[src/rtl/vga_sram_pattern_writer_if.sv]
`default_nettype none
// ------------------------------------------------------------------
// vga_sram_pattern_writer_if : SRAM write-request bus (addr/data/valid/ready)
// Rev 1.0
// ------------------------------------------------------------------
interface vga_sram_pattern_writer_if #(
   parameter int ADDR_BITS = 20,
   parameter int DATA_BITS = 16
);
   logic [ADDR_BITS-1:0] addr;
   logic [DATA_BITS-1:0] data;
   logic                 valid;
   logic                 ready;

   modport master (
      output addr,
      output data,
      output valid,
      input  ready
   );

   modport slave (
      input  addr,
      input  data,
      input  valid,
      output ready
   );
endinterface
`default_nettype wire

[src/rtl/vga_sram_pattern_writer.sv]
`default_nettype none
// ------------------------------------------------------------------
// vga_sram_pattern_writer : streams one frame of a test pattern to SRAM
// Rev 1.0
// ------------------------------------------------------------------
module vga_sram_pattern_writer #(
   parameter int H_VISIBLE     = 640,
   parameter int V_VISIBLE     = 480,
   parameter int ADDR_BITS     = 20,
   parameter int DATA_BITS     = 16,
   parameter int CHECKER_SHIFT = 5
) (
   input  wire logic                  clk,
   input  wire logic                  reset,
   input  wire logic                  start,
   input  wire logic [1:0]            pattern,
   input  wire logic [11:0]           color,
   output logic                       busy,
   output logic                       done,
   vga_sram_pattern_writer_if.master  bus
);

   localparam int COL_W = (H_VISIBLE > 1) ? $clog2(H_VISIBLE) : 1;
   localparam int ROW_W = (V_VISIBLE > 1) ? $clog2(V_VISIBLE) : 1;

   localparam logic [COL_W-1:0] C_COL_LAST       = COL_W'(H_VISIBLE - 1);
   localparam logic [ROW_W-1:0] C_ROW_LAST       = ROW_W'(V_VISIBLE - 1);
   localparam logic [COL_W-1:0] C_COL_THIRD      = COL_W'(H_VISIBLE / 3);
   localparam logic [COL_W-1:0] C_COL_TWO_THIRDS = COL_W'(2 * (H_VISIBLE / 3));
   localparam logic [ROW_W-1:0] C_ROW_THIRD      = ROW_W'(V_VISIBLE / 3);
   localparam logic [ROW_W-1:0] C_ROW_TWO_THIRDS = ROW_W'(2 * (V_VISIBLE / 3));

   typedef enum logic [1:0] {
      S_IDLE = 2'd0,
      S_RUN  = 2'd1,
      S_DONE = 2'd2
   } state_t;

   state_t               r_state;
   state_t               w_state_nxt;
   logic [COL_W-1:0]     r_col;
   logic [ROW_W-1:0]     r_row;
   logic [ADDR_BITS-1:0] r_addr;
   logic [1:0]           r_mode;
   logic [11:0]          r_color;

   logic                 w_run;
   logic                 w_xfer;
   logic                 w_accept;
   logic                 w_last_col;
   logic                 w_last_pix;
   logic [COL_W-1:0]     w_col_blk;
   logic [ROW_W-1:0]     w_row_blk;
   logic [11:0]          w_pix;
   logic [DATA_BITS-1:0] w_word;

   assign w_run      = (r_state == S_RUN);
   assign w_xfer     = w_run && bus.ready;
   assign w_accept   = start && !w_run;
   assign w_last_col = (r_col == C_COL_LAST);
   assign w_last_pix = w_last_col && (r_row == C_ROW_LAST);

   always_ff @(posedge clk or posedge reset) begin
      if (reset) begin
         r_state <= S_IDLE;
      end else begin
         r_state <= w_state_nxt;
      end
   end

   always_comb begin
      w_state_nxt = r_state;
      case (r_state)
         S_IDLE, S_DONE: begin
            if (start) begin
               w_state_nxt = S_RUN;
            end
         end
         S_RUN: begin
            if (bus.ready && w_last_pix) begin
               w_state_nxt = S_DONE;
            end
         end
         default: w_state_nxt = S_IDLE;
      endcase
   end

   // Raster position; addr tracks row*H_VISIBLE+col by stepping once per transfer.
   // The final transfer leaves the counters parked on the last pixel.
   always_ff @(posedge clk or posedge reset) begin
      if (reset) begin
         r_col   <= '0;
         r_row   <= '0;
         r_addr  <= '0;
         r_mode  <= 2'd0;
         r_color <= 12'h000;
      end else if (w_accept) begin
         r_col   <= '0;
         r_row   <= '0;
         r_addr  <= '0;
         r_mode  <= pattern;
         r_color <= color;
      end else if (w_xfer && !w_last_pix) begin
         r_addr <= r_addr + 1'b1;
         if (w_last_col) begin
            r_col <= '0;
            r_row <= r_row + 1'b1;
         end else begin
            r_col <= r_col + 1'b1;
         end
      end
   end

   assign w_col_blk = r_col >> CHECKER_SHIFT;
   assign w_row_blk = r_row >> CHECKER_SHIFT;

   always_comb begin
      w_pix = 12'h000;
      case (r_mode)
         2'd0: begin
            if (r_col < C_COL_THIRD)           w_pix = 12'hF00;
            else if (r_col < C_COL_TWO_THIRDS) w_pix = 12'h0F0;
            else                               w_pix = 12'h00F;
         end
         2'd1: begin
            if (r_row < C_ROW_THIRD)           w_pix = 12'hF00;
            else if (r_row < C_ROW_TWO_THIRDS) w_pix = 12'h0F0;
            else                               w_pix = 12'h00F;
         end
         2'd2: begin
            w_pix = (w_col_blk[0] ^ w_row_blk[0]) ? 12'hFFF : 12'h000;
         end
         default: begin
            w_pix = r_color;
         end
      endcase
   end

   // RGB444 occupies the top of the word; any extra low bits stay zero.
   generate
      if (DATA_BITS > 12) begin : g_pad
         assign w_word = {w_pix, {(DATA_BITS-12){1'b0}}};
      end else begin : g_exact
         assign w_word = w_pix;
      end
   endgenerate

   assign bus.valid = w_run;
   assign bus.addr  = r_addr;
   assign bus.data  = w_run ? w_word : '0;
   assign busy      = w_run;
   assign done      = (r_state == S_DONE);

endmodule
`default_nettype wire

[src/flat_wrapper.sv]
// flat-port wrapper written by rule: the top's interface ports become plain ports
module vga_sram_pattern_writer_flat 
#(
   parameter int H_VISIBLE     = 640,
   parameter int V_VISIBLE     = 480,
   parameter int ADDR_BITS     = 20,
   parameter int DATA_BITS     = 16,
   parameter int CHECKER_SHIFT = 5
)
  (clk, reset, start, pattern, color, busy, done, bus_addr, bus_data, bus_valid, bus_ready);
  vga_sram_pattern_writer_if #(.ADDR_BITS(ADDR_BITS), .DATA_BITS(DATA_BITS)) bus_i ();
  input  wire logic clk;
  input  wire logic reset;
  input  wire logic start;
  input  wire logic [1:0] pattern;
  input  wire logic [11:0] color;
  output logic busy;
  output logic done;
  output wire logic [$bits(bus_i.addr)-1:0] bus_addr;
  output wire logic [$bits(bus_i.data)-1:0] bus_data;
  output wire logic [$bits(bus_i.valid)-1:0] bus_valid;
  input wire logic [$bits(bus_i.ready)-1:0] bus_ready;
  assign bus_addr = bus_i.addr;
  assign bus_data = bus_i.data;
  assign bus_valid = bus_i.valid;
  assign bus_i.ready = bus_ready;
  vga_sram_pattern_writer #(.H_VISIBLE(H_VISIBLE), .V_VISIBLE(V_VISIBLE), .ADDR_BITS(ADDR_BITS), .DATA_BITS(DATA_BITS), .CHECKER_SHIFT(CHECKER_SHIFT)) u_core (.clk(clk), .reset(reset), .start(start), .pattern(pattern), .color(color), .busy(busy), .done(done), .bus(bus_i));
endmodule
[config.mk]
export PLATFORM = sky130hd
export DESIGN_NAME = vga_sram_pattern_writer_flat
export DESIGN_NICKNAME = d
export VERILOG_FILES = /design/src/rtl/vga_sram_pattern_writer_if.sv /design/src/rtl/vga_sram_pattern_writer.sv /design/src/flat_wrapper.sv
export SDC_FILE = /design/constraint.sdc
export NUM_CORES = 1
export LEC_CHECK = 0
export ABC_AREA = 1
export BUFFER_PORTS_ARGS = -buffer_cell sky130_fd_sc_hd__buf_2
export CAP_MARGIN = 20
export CORE_ASPECT_RATIO = 1.5
export CORE_MARGIN = 2
export CORE_UTILIZATION = 39
export CTS_BUF_LIST = sky130_fd_sc_hd__clkbuf_4
export DETAILED_ROUTE_END_ITERATION = 12
export PLACE_DENSITY_LB_ADDON = 0.25
export SETUP_SLACK_MARGIN = 0.05
export SLEW_MARGIN = 25
export SYNTH_ARGS = -nofsm -noshare
export SYNTH_HDL_FRONTEND = slang
export SYNTH_SLANG_ARGS = --single-unit
export TNS_END_PERCENT = 50
[constraint.sdc]
create_clock -name clk -period 5.04 [get_ports clk]
set_input_delay 0.756 -clock clk [delete_from_list [all_inputs] [get_ports clk]]
set_output_delay 0.756 -clock clk [all_outputs]
set_load 0.05 [all_outputs]
==> results.py <==
metrics = {
    "outcome": {
        "status": "completed",
    },
    "timing": {
        "worst_pin_slew_ps": 798.2,
        "fin_crit_ps": 2952,
        "clock_skew_ps": 30.46,
        "tns_ps": 0,
        "hold_viol_final": 0,
        "fmax_mhz": 338.7,
        "slew_headroom_pct": 46.66,
        "fin_crit_sh_pct": 58.58,
        "slew_violations": 0,
        "rsz0062_at_grt": "false",
        "setup_viol_count_final": 0,
    },
    "global_route": {
        "grt_pass1_vias": 3056,
        "grt-ovfl-total": 0,
        "grt_max_degree": 56,
        "antenna_found_initial": 0,
        "grt_usage_pct": 18.13,
        "grt_pass1_wl_um": 13920,
    },
    "setup_path": {
        "critPathMaxFanout": 31,
        "cp_slowest_cell": "nor2_4",
        "crit_chain": "nand2_1, inv_1, nor2_4, clkinv_1, o21ai_1, buf_4, nand3_1, nand2_1",
        "cp_num_buf_inv": 3,
        "path_class": "flip-flop to flip-flop",
        "start_kind": "flip-flop",
        "max_stage_delay_ps": 660,
        "crit_top_cell": "nand2_1",
        "crit_arrival_ps": 3340,
        "crit_path_end_kind": "flip-flop",
        "critical_path_required_ps": 5420,
        "crit_family": "buffers and inverters",
    },
    "floorplanning": {
        "die_h_um": 120.0,
        "core-area_sq_mm": 0.008776,
        "rows": 42,
        "initial_core_util_pct": 39.85,
        "die_w_um": 81.32,
        "pin_count": 57,
        "die_area_sq_mm": 0.009756,
    },
    "place": {
        "hpwl_um": 6074,
        "gp_congestion": 0.8953,
        "place_area_sq_mm": 0.003777,
        "io_buffers": 52,
    },
    "routing": {
        "final_antenna_net_count": 0,
        "drt-pass1-iter-count": 4,
        "wl_per_cell_um": 12.76,
        "routed_via_density": 5.015,
        "drcViolationCount": 0,
        "routed_wl_um": 8386,
        "dr.first_iter.drc_count": 208,
        "vias": 3295,
    },
    "synth": {
        "syn_area_sq_mm": 0.003497,
        "ys_warn_count": 0,
        "synth_cells": 505,
        "avgSynthCellArea_sq_um": 6.925,
        "synth-seq-cells": 55,
        "yosysTopAreaCellShare_pct": 39.36,
        "ys_seq_area_share_pct": 39.36,
        "synth.area.top_cells": "dfrtp_1 39%, nand2_1 20%, nor2_1 6.5%",
        "yosysTopAreaCell": "dfrtp_1",
        "synth.distinct_cells": 31,
    },
    "final_layout": {
        "nNetsFinal": 568,
        "drive_gt1_share_pct": 14.99,
        "num_antenna_cells": 0,
        "regArea_sq_mm": 0.001376,
        "final_cell_area_sq_mm": 0.003844,
        "final_cell_mix": "183 x nand2_1, 61 x nor2_1, 55 x dfrtp_1",
        "fill_cells": 897,
        "areaGrowthSynthToFinish_pct": 9.911,
        "final_common_cell": "nand2_1",
        "multi_input_area_sq_mm": 0.001842,
    },
    "power": {
        "p_leak_uw": 0.001976,
        "totalPowerFinal_uw": 1792,
        "p_per_area_mw_per_mm2": 466.1,
        "vdd_ir_drop_max_uv": 524.8,
    },
    "clocking": {
        "cts_buffers": 5,
        "cts_tree": "built",
        "clk_latency_ps": 420,
        "htree_levels": 2,
        "cts_resized": 0,
        "clk_pin_slew_ps": 200,
        "clkSinkCount": 55,
        "postCtsSetupBuffers": 0,
        "ctsHoldBuffers": 0,
        "cts-root-buf": "clkbuf_4",
        "cts_buffer_depth": 2,
    },
    "worst_hold_path": {
        "min_path_type": "input port to asynchronous set/reset pin",
    },
    "run": {
        "maxCapViolations": 0,
    },
}
-- layout make-up --
| cell class | count | share of cell area (%) |
|---|---|---|
| Clock buffer | 5 | 0.9766 |
| Clock inverter | 3 | 0.7487 |
| Inverter | 37 | 3.613 |
| Multi-Input combinational cell | 392 | 47.92 |
| Sequential cell | 55 | 35.81 |
| Tap cell | 110 | 3.581 |
| Timing Repair Buffer | 55 | 7.357 |
-- layer usage --
layer	up-vias	part of all wire (%)	global-route usage [%]	wire length, um
met5	-	0	0	0
met3	13	4.5	2.857	374
met2	91	51	31.81	4264
met4	0	2.1	7.097	180
met1	1509	43	21.53	3567
li1	1682	-	-	-
-- kinds of logic after synthesis --
kind of cell,Yosys count,share of synthesized area [%]
XOR/XNOR,15,3.757
buffers and inverters,61,8.300
AND/OR/NAND/NOR,321,39.61
flip-flops,55,39.36
other,1,0.1072
adder cells (fa/ha/maj),4,1.431
AO/OA/AOI/OAI,48,7.442
-- Yosys cell counts --
cell        n
a21boi_0    1
a21oi_1     7
a31oi_2     1
buf_2       7
buf_4       8
buf_6       3
clkbuf_1    6
clkinv_1    1
conb_1      1
dfrtp_1    55
ha_1        4
inv_1      33
inv_2       3
nand2_1   183
nand2_2     4
nand3_1    45
nand3_2     2
nand4_1    14
nor2_1     61
nor2_2      1
nor2_4      5
nor2_8      1
nor3_1      3
nor3b_1     1
o21a_1      1
o21ai_0    27
o21ai_1     8
o21bai_1    3
or2_2       1
xnor2_1     1
xor2_1     14
-- tightest hold or removal path, cell delays in order --
cell and delay (ps):
buf_2 100, inv_2 40, buf_4 560
-- flip-flops by register name (all words and copies together) (netlist names) --
| register | flops |
|---|---|
| u_core.r_col | 10 |
| u_core.r_state | 2 |
| u_core.r_row | 9 |
| u_core.r_color | 12 |
| u_core.r_mode | 2 |
| u_core.bus.addr | 20 |
-- worst paths after layout --
| check | from | end | slack (ps) | depth (start not counted) |
|---|---|---|---|---|
| min in group clk | u_core.r_color[2] | u_core.r_color[2] | 490 | 2 |
| max | u_core.r_state[0] | u_core.r_row[6] | 2090 | 8 |
| min | reset | u_core.bus.addr[1] | 490 | 3 |
| max in group asynchronous | reset | u_core.r_col[6] | 4030 | 3 |
| min reg2reg | u_core.r_color[2] | u_core.r_color[2] | 490 | 2 |
| max reg2reg | u_core.r_state[0] | u_core.r_row[6] | 2090 | 8 |
-- stage by stage --
step	instances	hold WS (ps)	util (%)	setup slack [ps]
after CTS	657	493.1	43.80	2037
final	657	489.2	43.80	2088
after floorplan	508	436.7	-	2115
after global routing	657	512.8	43.80	1812
after detailed placement	649	454.4	43.04	1794
after global placement	649	453.2	43.04	1916
-- where the power goes --
group          internal (uW)  leakage, uW  total, uW  switching, uW
logic                    215      0.00121        861            646
registers                556     0.000727        706            150
clock network           60.0    0.0000373        224            164
Power figures use the tool's default switching activity.
